==> src/rtl/ddr_path_owner_pkg.sv <==
// Shared types for the DDR master-port ownership controller.
// Owner encoding doubles as the downstream mux select value.
package ddr_path_owner_pkg;

  typedef enum logic [1:0] {
    OWN_SLV  = 2'd0,
    OWN_ATG  = 2'd1,
    OWN_SCRB = 2'd2
  } owner_t;

  typedef enum logic [1:0] {
    ST_OWN    = 2'd0,
    ST_DRAIN  = 2'd1,
    ST_SWITCH = 2'd2
  } state_t;

  // Fixed priority: scrubber over traffic generator over host slave path.
  function automatic owner_t pick_target(input logic scrb_req, input logic atg_req);
    if (scrb_req) return OWN_SCRB;
    if (atg_req)  return OWN_ATG;
    return OWN_SLV;
  endfunction

endpackage

==> src/rtl/axi_outs_cnt.sv <==
// Saturating up/down counter for outstanding AXI transactions.
// Simultaneous inc and dec cancel; dec at zero holds and flags underflow.
module axi_outs_cnt #(
  parameter int W = 8
) (
  input  logic         clk,
  input  logic         rst_n,
  input  logic         inc,
  input  logic         dec,
  output logic [W-1:0] count,
  output logic         at_max,
  output logic         underflow
);

  localparam logic [W-1:0] CNT_MAX = '1;

  logic is_zero;

  assign is_zero   = (count == '0);
  assign at_max    = (count == CNT_MAX);
  assign underflow = dec & ~inc & is_zero;

  always_ff @(posedge clk or negedge rst_n) begin
    if (!rst_n) begin
      count <= '0;
    end else if (inc & ~dec & ~at_max) begin
      count <= count + 1'b1;
    end else if (dec & ~inc & ~is_zero) begin
      count <= count - 1'b1;
    end
  end

endmodule

==> src/rtl/ddr_path_owner_ctl.sv <==
// Ownership controller for the shared DDR AXI master port: drains all
// in-flight bursts of the current owner before moving the mux select.
module ddr_path_owner_ctl
  import ddr_path_owner_pkg::*;
#(
  parameter int OUTS_W        = 8,
  parameter int DRAIN_TIMEOUT = 4096,
  parameter int TO_W          = 16
) (
  input  logic              clk,
  input  logic              rst_n,
  input  logic              scrb_req,
  input  logic              atg_req,
  // Snooped muxed port: a beat transfers only in a cycle where both valid
  // and ready are high; valid/ready levels alone never change any count.
  input  logic              awvalid,
  input  logic              awready,
  input  logic              wvalid,
  input  logic              wready,
  input  logic              wlast,
  input  logic              bvalid,
  input  logic              bready,
  input  logic              arvalid,
  input  logic              arready,
  input  logic              rvalid,
  input  logic              rready,
  input  logic              rlast,
  input  logic              err_clr,
  output logic [1:0]        owner,
  output logic              addr_block,
  output logic              scrb_grant,
  output logic              atg_grant,
  output logic              busy,
  output logic              drain_err,
  output logic              proto_err,
  output logic [OUTS_W-1:0] wr_outs,
  output logic [OUTS_W-1:0] rd_outs,
  output state_t            dbg_state
);

  localparam logic [TO_W-1:0] TMO_VAL  = TO_W'(DRAIN_TIMEOUT);
  localparam logic [TO_W-1:0] TMO_LAST = TO_W'(DRAIN_TIMEOUT - 1);

  state_t            state_q, state_d;
  owner_t            owner_q, target;
  logic [TO_W-1:0]   timer_q;
  logic [OUTS_W-1:0] w_pend;

  logic aw_hs, w_last_hs, b_hs, ar_hs, r_last_hs;
  logic wr_max, wp_max, rd_max;
  logic wr_uf, wp_uf, rd_uf;
  logic drained, any_max, drain_hit;

  assign aw_hs     = awvalid & awready;
  assign w_last_hs = wvalid & wready & wlast;
  assign b_hs      = bvalid & bready;
  assign ar_hs     = arvalid & arready;
  assign r_last_hs = rvalid & rready & rlast;

  assign target = pick_target(scrb_req, atg_req);

  axi_outs_cnt #(.W(OUTS_W)) u_wr_cnt (
    .clk       (clk),
    .rst_n     (rst_n),
    .inc       (aw_hs),
    .dec       (b_hs),
    .count     (wr_outs),
    .at_max    (wr_max),
    .underflow (wr_uf)
  );

  axi_outs_cnt #(.W(OUTS_W)) u_wp_cnt (
    .clk       (clk),
    .rst_n     (rst_n),
    .inc       (aw_hs),
    .dec       (w_last_hs),
    .count     (w_pend),
    .at_max    (wp_max),
    .underflow (wp_uf)
  );

  axi_outs_cnt #(.W(OUTS_W)) u_rd_cnt (
    .clk       (clk),
    .rst_n     (rst_n),
    .inc       (ar_hs),
    .dec       (r_last_hs),
    .count     (rd_outs),
    .at_max    (rd_max),
    .underflow (rd_uf)
  );

  assign drained = (wr_outs == '0) && (w_pend == '0) && (rd_outs == '0);
  assign any_max = wr_max | wp_max | rd_max;

  // Next-state logic; a withdrawn request beats an empty pipe in DRAIN.
  always_comb begin
    state_d = state_q;
    case (state_q)
      ST_OWN: begin
        if (target != owner_q) state_d = ST_DRAIN;
      end
      ST_DRAIN: begin
        if (target == owner_q) state_d = ST_OWN;
        else if (drained)      state_d = ST_SWITCH;
      end
      ST_SWITCH: state_d = ST_OWN;
      default:   state_d = ST_OWN;
    endcase
  end

  always_ff @(posedge clk or negedge rst_n) begin
    if (!rst_n) state_q <= ST_OWN;
    else        state_q <= state_d;
  end

  // The target seen in SWITCH wins, even if it changed during DRAIN.
  always_ff @(posedge clk or negedge rst_n) begin
    if (!rst_n)                     owner_q <= OWN_SLV;
    else if (state_q == ST_SWITCH)  owner_q <= target;
  end

  always_ff @(posedge clk or negedge rst_n) begin
    if (!rst_n) begin
      timer_q <= '0;
    end else if (state_q == ST_DRAIN) begin
      if (timer_q != TMO_VAL) timer_q <= timer_q + 1'b1;
    end else begin
      timer_q <= '0;
    end
  end

  assign drain_hit = (state_q == ST_DRAIN) && (timer_q == TMO_LAST);

  // Sticky flags: a set event in the same cycle as err_clr keeps the flag.
  always_ff @(posedge clk or negedge rst_n) begin
    if (!rst_n) begin
      drain_err <= 1'b0;
      proto_err <= 1'b0;
    end else begin
      if (drain_hit)    drain_err <= 1'b1;
      else if (err_clr) drain_err <= 1'b0;
      if (wr_uf | wp_uf | rd_uf) proto_err <= 1'b1;
      else if (err_clr)          proto_err <= 1'b0;
    end
  end

  assign owner      = owner_q;
  assign addr_block = any_max | (state_q != ST_OWN);
  assign busy       = (state_q != ST_OWN);
  assign scrb_grant = (state_q == ST_OWN) && (owner_q == OWN_SCRB);
  assign atg_grant  = (state_q == ST_OWN) && (owner_q == OWN_ATG);
  assign dbg_state  = state_q;

endmodule

==> config.mk <==
export PLATFORM = sky130hd
export DESIGN_NAME = ddr_path_owner_ctl
export DESIGN_NICKNAME = d
export VERILOG_FILES = /design/src/rtl/ddr_path_owner_pkg.sv /design/src/rtl/axi_outs_cnt.sv /design/src/rtl/ddr_path_owner_ctl.sv
export SDC_FILE = /design/constraint.sdc
export NUM_CORES = 1
export LEC_CHECK = 0
export ABC_AREA = 1
export CAP_MARGIN = 20
export CORE_MARGIN = 2
export CORE_UTILIZATION = 35
export CTS_CLUSTER_DIAMETER = 50
export CTS_CLUSTER_SIZE = 25
export DETAILED_ROUTE_END_ITERATION = 16
export GPL_ROUTABILITY_DRIVEN = 0
export PLACE_DENSITY = 0.63
export SETUP_SLACK_MARGIN = 0.05
export SLEW_MARGIN = 15
export SYNTH_ARGS = -nofsm -noshare
export SYNTH_HDL_FRONTEND = slang
export SYNTH_HIERARCHICAL = 1
export SYNTH_SLANG_ARGS = --single-unit
==> constraint.sdc <==
create_clock -name clk -period 2.4 [get_ports clk]
set_clock_uncertainty 0.15 [all_clocks]
set_input_delay 0.36 -clock clk [delete_from_list [all_inputs] [get_ports clk]]
set_output_delay 0.36 -clock clk [all_outputs]
set_load 0.03 [all_outputs]
==> results of run 1 <==
cells in the mapped netlist:
| cell type | number | area [um2] |
|---|---|---|
| a211oi_1 | 1 | 7.51 |
| a21oi_1 | 14 | 70.1 |
| a21oi_2 | 3 | 26.3 |
| and3_1 | 3 | 18.8 |
| buf_2 | 1 | 5.00 |
| dfrtp_1 | 46 | 1150 |
| fa_1 | 3 | 60.1 |
| ha_1 | 20 | 250 |
| inv_1 | 76 | 285 |
| nand2_1 | 171 | 642 |
| nand2_2 | 10 | 62.6 |
| nand3_1 | 42 | 210 |
| nand3_2 | 4 | 40.0 |
| nand3b_1 | 3 | 22.5 |
| nand4_1 | 8 | 50.1 |
| nor2_1 | 71 | 267 |
| nor2_2 | 6 | 37.5 |
| nor2_4 | 8 | 90.1 |
| nor2_8 | 3 | 60.1 |
| nor3_1 | 10 | 50.1 |
| nor3_4 | 1 | 16.3 |
| o21a_1 | 1 | 7.51 |
| o21ai_0 | 6 | 30.0 |
| o21ai_1 | 12 | 60.1 |
| o21bai_1 | 1 | 7.51 |
| xnor2_1 | 7 | 61.3 |
| xor2_1 | 6 | 52.6 |
state kept, by name (all words and copies together), names as in the netlist:
name            count
drain_err           1
timer_q            16
u_wr_cnt/count      8
dbg_state           2
proto_err           1
u_rd_cnt/count      8
u_wp_cnt/count      8
owner               2
cell type report:
type	instances	area, um2	area share
Clock inverter	3	40.0	0.00837
Multi-Input combinational cell	414	2240	0.469
Timing Repair Buffer	96	826	0.173
Tap cell	136	170	0.0356
Inverter	76	285	0.0596
Sequential cell	46	1150	0.241
Clock buffer	5	68.8	0.0144
final timing paths:
check,slack (ns),to,cells past startpoint
setup / recovery,0.13,addr_block,7
hold / removal,-0.002,u_wp_cnt/count[6]$_DFFE_PN0P_,2
setup reg to reg,0.24,u_wp_cnt/count[7]$_DFFE_PN0P_,12
hold reg to reg,0.33,proto_err$_DFFE_PN0P_,2
max in group asynchronous,1.69,timer_q[1]$_DFFE_PN0P_,2
min in group clk,0.33,proto_err$_DFFE_PN0P_,2
through the flow:
stage	hold WS [ns]	area, um2	utilization
after floorplan	-0.0856	3640	-
after global placement	0.314	4630	0.452
after detailed placement	0.318	4630	0.452
after CTS	0.0217	4730	0.463
after global routing	0.0385	4780	0.468
final	-0.00154	4780	0.468
cells by family after synthesis:
kind of cell / synth area share
xor+xnor: 0.0313
flops: 0.316
simple gates: 0.430
fa+ha+maj: 0.0852
buf+inv: 0.0797
compound gates: 0.0574
cells in the final DEF, fill, tap and decap left out, drive strengths merged, types with 11 or more instances in the layout:
cell type      netlist  layout
ha                  20      20
nand2              181     181
o21ai               18      18
clkdlybuf4s50        0      38
a21oi               17      17
buf                  1      55
dfrtp               46      46
inv                 76      76
nor2                88      88
nand3               46      46
nor3                11      11
where the power goes:
group | internal, mW | switching [mW] | total, mW
sequential | 1.02 | 0.169 | 1.19
clock | 0.307 | 0.270 | 0.577
combinational | 1.59 | 1.96 | 3.55
critical path, stage by stage, from the launching register on:
cell	delay, ns
dfrtp_1	0.44
nand2_1	0.15
nor2_2	0.07
nand2_1	0.11
inv_1	0.06
nor3_2	0.22
nand2_1	0.07
clkdlybuf4s15_1	0.34
metal layers:
metal | global-route usage | vias to the layer above | wire [um]
li1 | - | 1896 | -
met1 | 0.201 | 1623 | 3970
met2 | 0.300 | 42 | 4520
met3 | 0.0270 | 12 | 240
met4 | 0.0470 | 0 | 142
met5 | 0 | - | 0
==> flow_metrics.env, run 1 <==
export IMPL_outcome="finished, violations left"
export IMPL_violations="negative hold slack"
export IMPL_grt_pass1_wl_um=15400
export IMPL_core_area_um2=10200
export IMPL_holdCritPathClass="in -> async"
export IMPL_grt_setup_unrepaired="yes"
export IMPL_num_io_pins=43
export IMPL_diodes=0
export IMPL_die_area_um2=11200
export IMPL_insertion_delay_ns=0.30
export IMPL_fin_ws_ns=0.128
export IMPL_hold_viol=6
export IMPL_timing_final_crit_share=0.947
export IMPL_arrival_ns=1.76
export IMPL_leakagePower_nw=2.49
export IMPL_grt_pass1_vias=3532
export IMPL_whs_ns=-0.00154
export IMPL_die_w_um=106
export IMPL_syn_instance_count=537
export IMPL_drive_gt1_frac=0.163
export IMPL_postCtsHoldBufs=0
export IMPL_slew_headroom=0.601
export IMPL_clockBufferDepth=2
export IMPL_htreeDepth=2
export IMPL_critPathCaptureType="primary output"
export IMPL_fin_tns_setup_ns=0
export IMPL_drtPass1Iterations=4
export IMPL_finalSetupViolations=0
export IMPL_pre_cts_slack_ns=-0.224
export IMPL_finalNetCount=679
export IMPL_fmax_mhz=440
export IMPL_grt_overflow=0
export IMPL_timing_rr_start="u_wp_cnt/count[7]$_DFFE_PN0P_"
export IMPL_worstMarginPinSlew_ns=0.599
export IMPL_grt_total_usage=0.165
export IMPL_ys_seq_area_frac=0.316
export IMPL_finalMaxSlewViolations=0
export IMPL_via_count=3573
export IMPL_cts_root_buf="clkbuf_8"
export IMPL_final_antenna_net_count=0
export IMPL_max_cap_violations=0
export IMPL_cts_tree="done"
export IMPL_cts_clk_slew_worst_paths_ns=0.09
export IMPL_power_mw=5.31
export IMPL_wl_um=8870
export IMPL_die_y_um=106
export IMPL_avgSynthCellArea_um2=6.78
export IMPL_cts_resized=1
export IMPL_areaGrowthSynthToFinish_pct=31.4
export IMPL_place_hpwl_um=7000
export IMPL_ys_ff_latch=46
export IMPL_numCtsBuffers=5
export IMPL_synth_distinct_cells=27
export IMPL_dp_cells=768
export IMPL_cp_start_kind="flop"
export IMPL_power_density_nw_per_um2=1110
export IMPL_peakVddDrop_uv=658
export IMPL_fill_cells=1029
export IMPL_grt_start_max_net_pins=47
export IMPL_drc=0
export IMPL_portBuffers=42
export IMPL_viasPerCell=4.60
export IMPL_syn_area_um2=3640
export IMPL_cts_sinks=46
export IMPL_cp_max_fo=5
export IMPL_crit_path_start="u_wp_cnt/count[7]$_DFFE_PN0P_"
export IMPL_min_period_ns=2.27
export IMPL_cts_setup_buffers=0
export IMPL_row_count=37
export IMPL_antenna_found_initial=0
export IMPL_cp_required_ns=1.89
export IMPL_synth_warnings=6
export IMPL_drt_iter0_drc=150
export IMPL_synth_fp_nets=577
export IMPL_initial_core_util=0.356
export IMPL_final_cells=776
export IMPL_wl_per_cell_um=11.4
export IMPL_path_class="reg -> out"
No activity file was read; power rests on OpenSTA's default activity.
==> run 2, diff against run 1 <==
--- a/config.mk
+++ b/config.mk
@@ -10,7 +10,6 @@
 export CORE_MARGIN = 2
 export CORE_UTILIZATION = 35
 export CTS_CLUSTER_DIAMETER = 50
-export CTS_CLUSTER_SIZE = 25
 export DETAILED_ROUTE_END_ITERATION = 16
 export GPL_ROUTABILITY_DRIVEN = 0
 export PLACE_DENSITY = 0.63
==> results of run 2 <==
Final layout, timing and power as in run 1 (identical DEF).
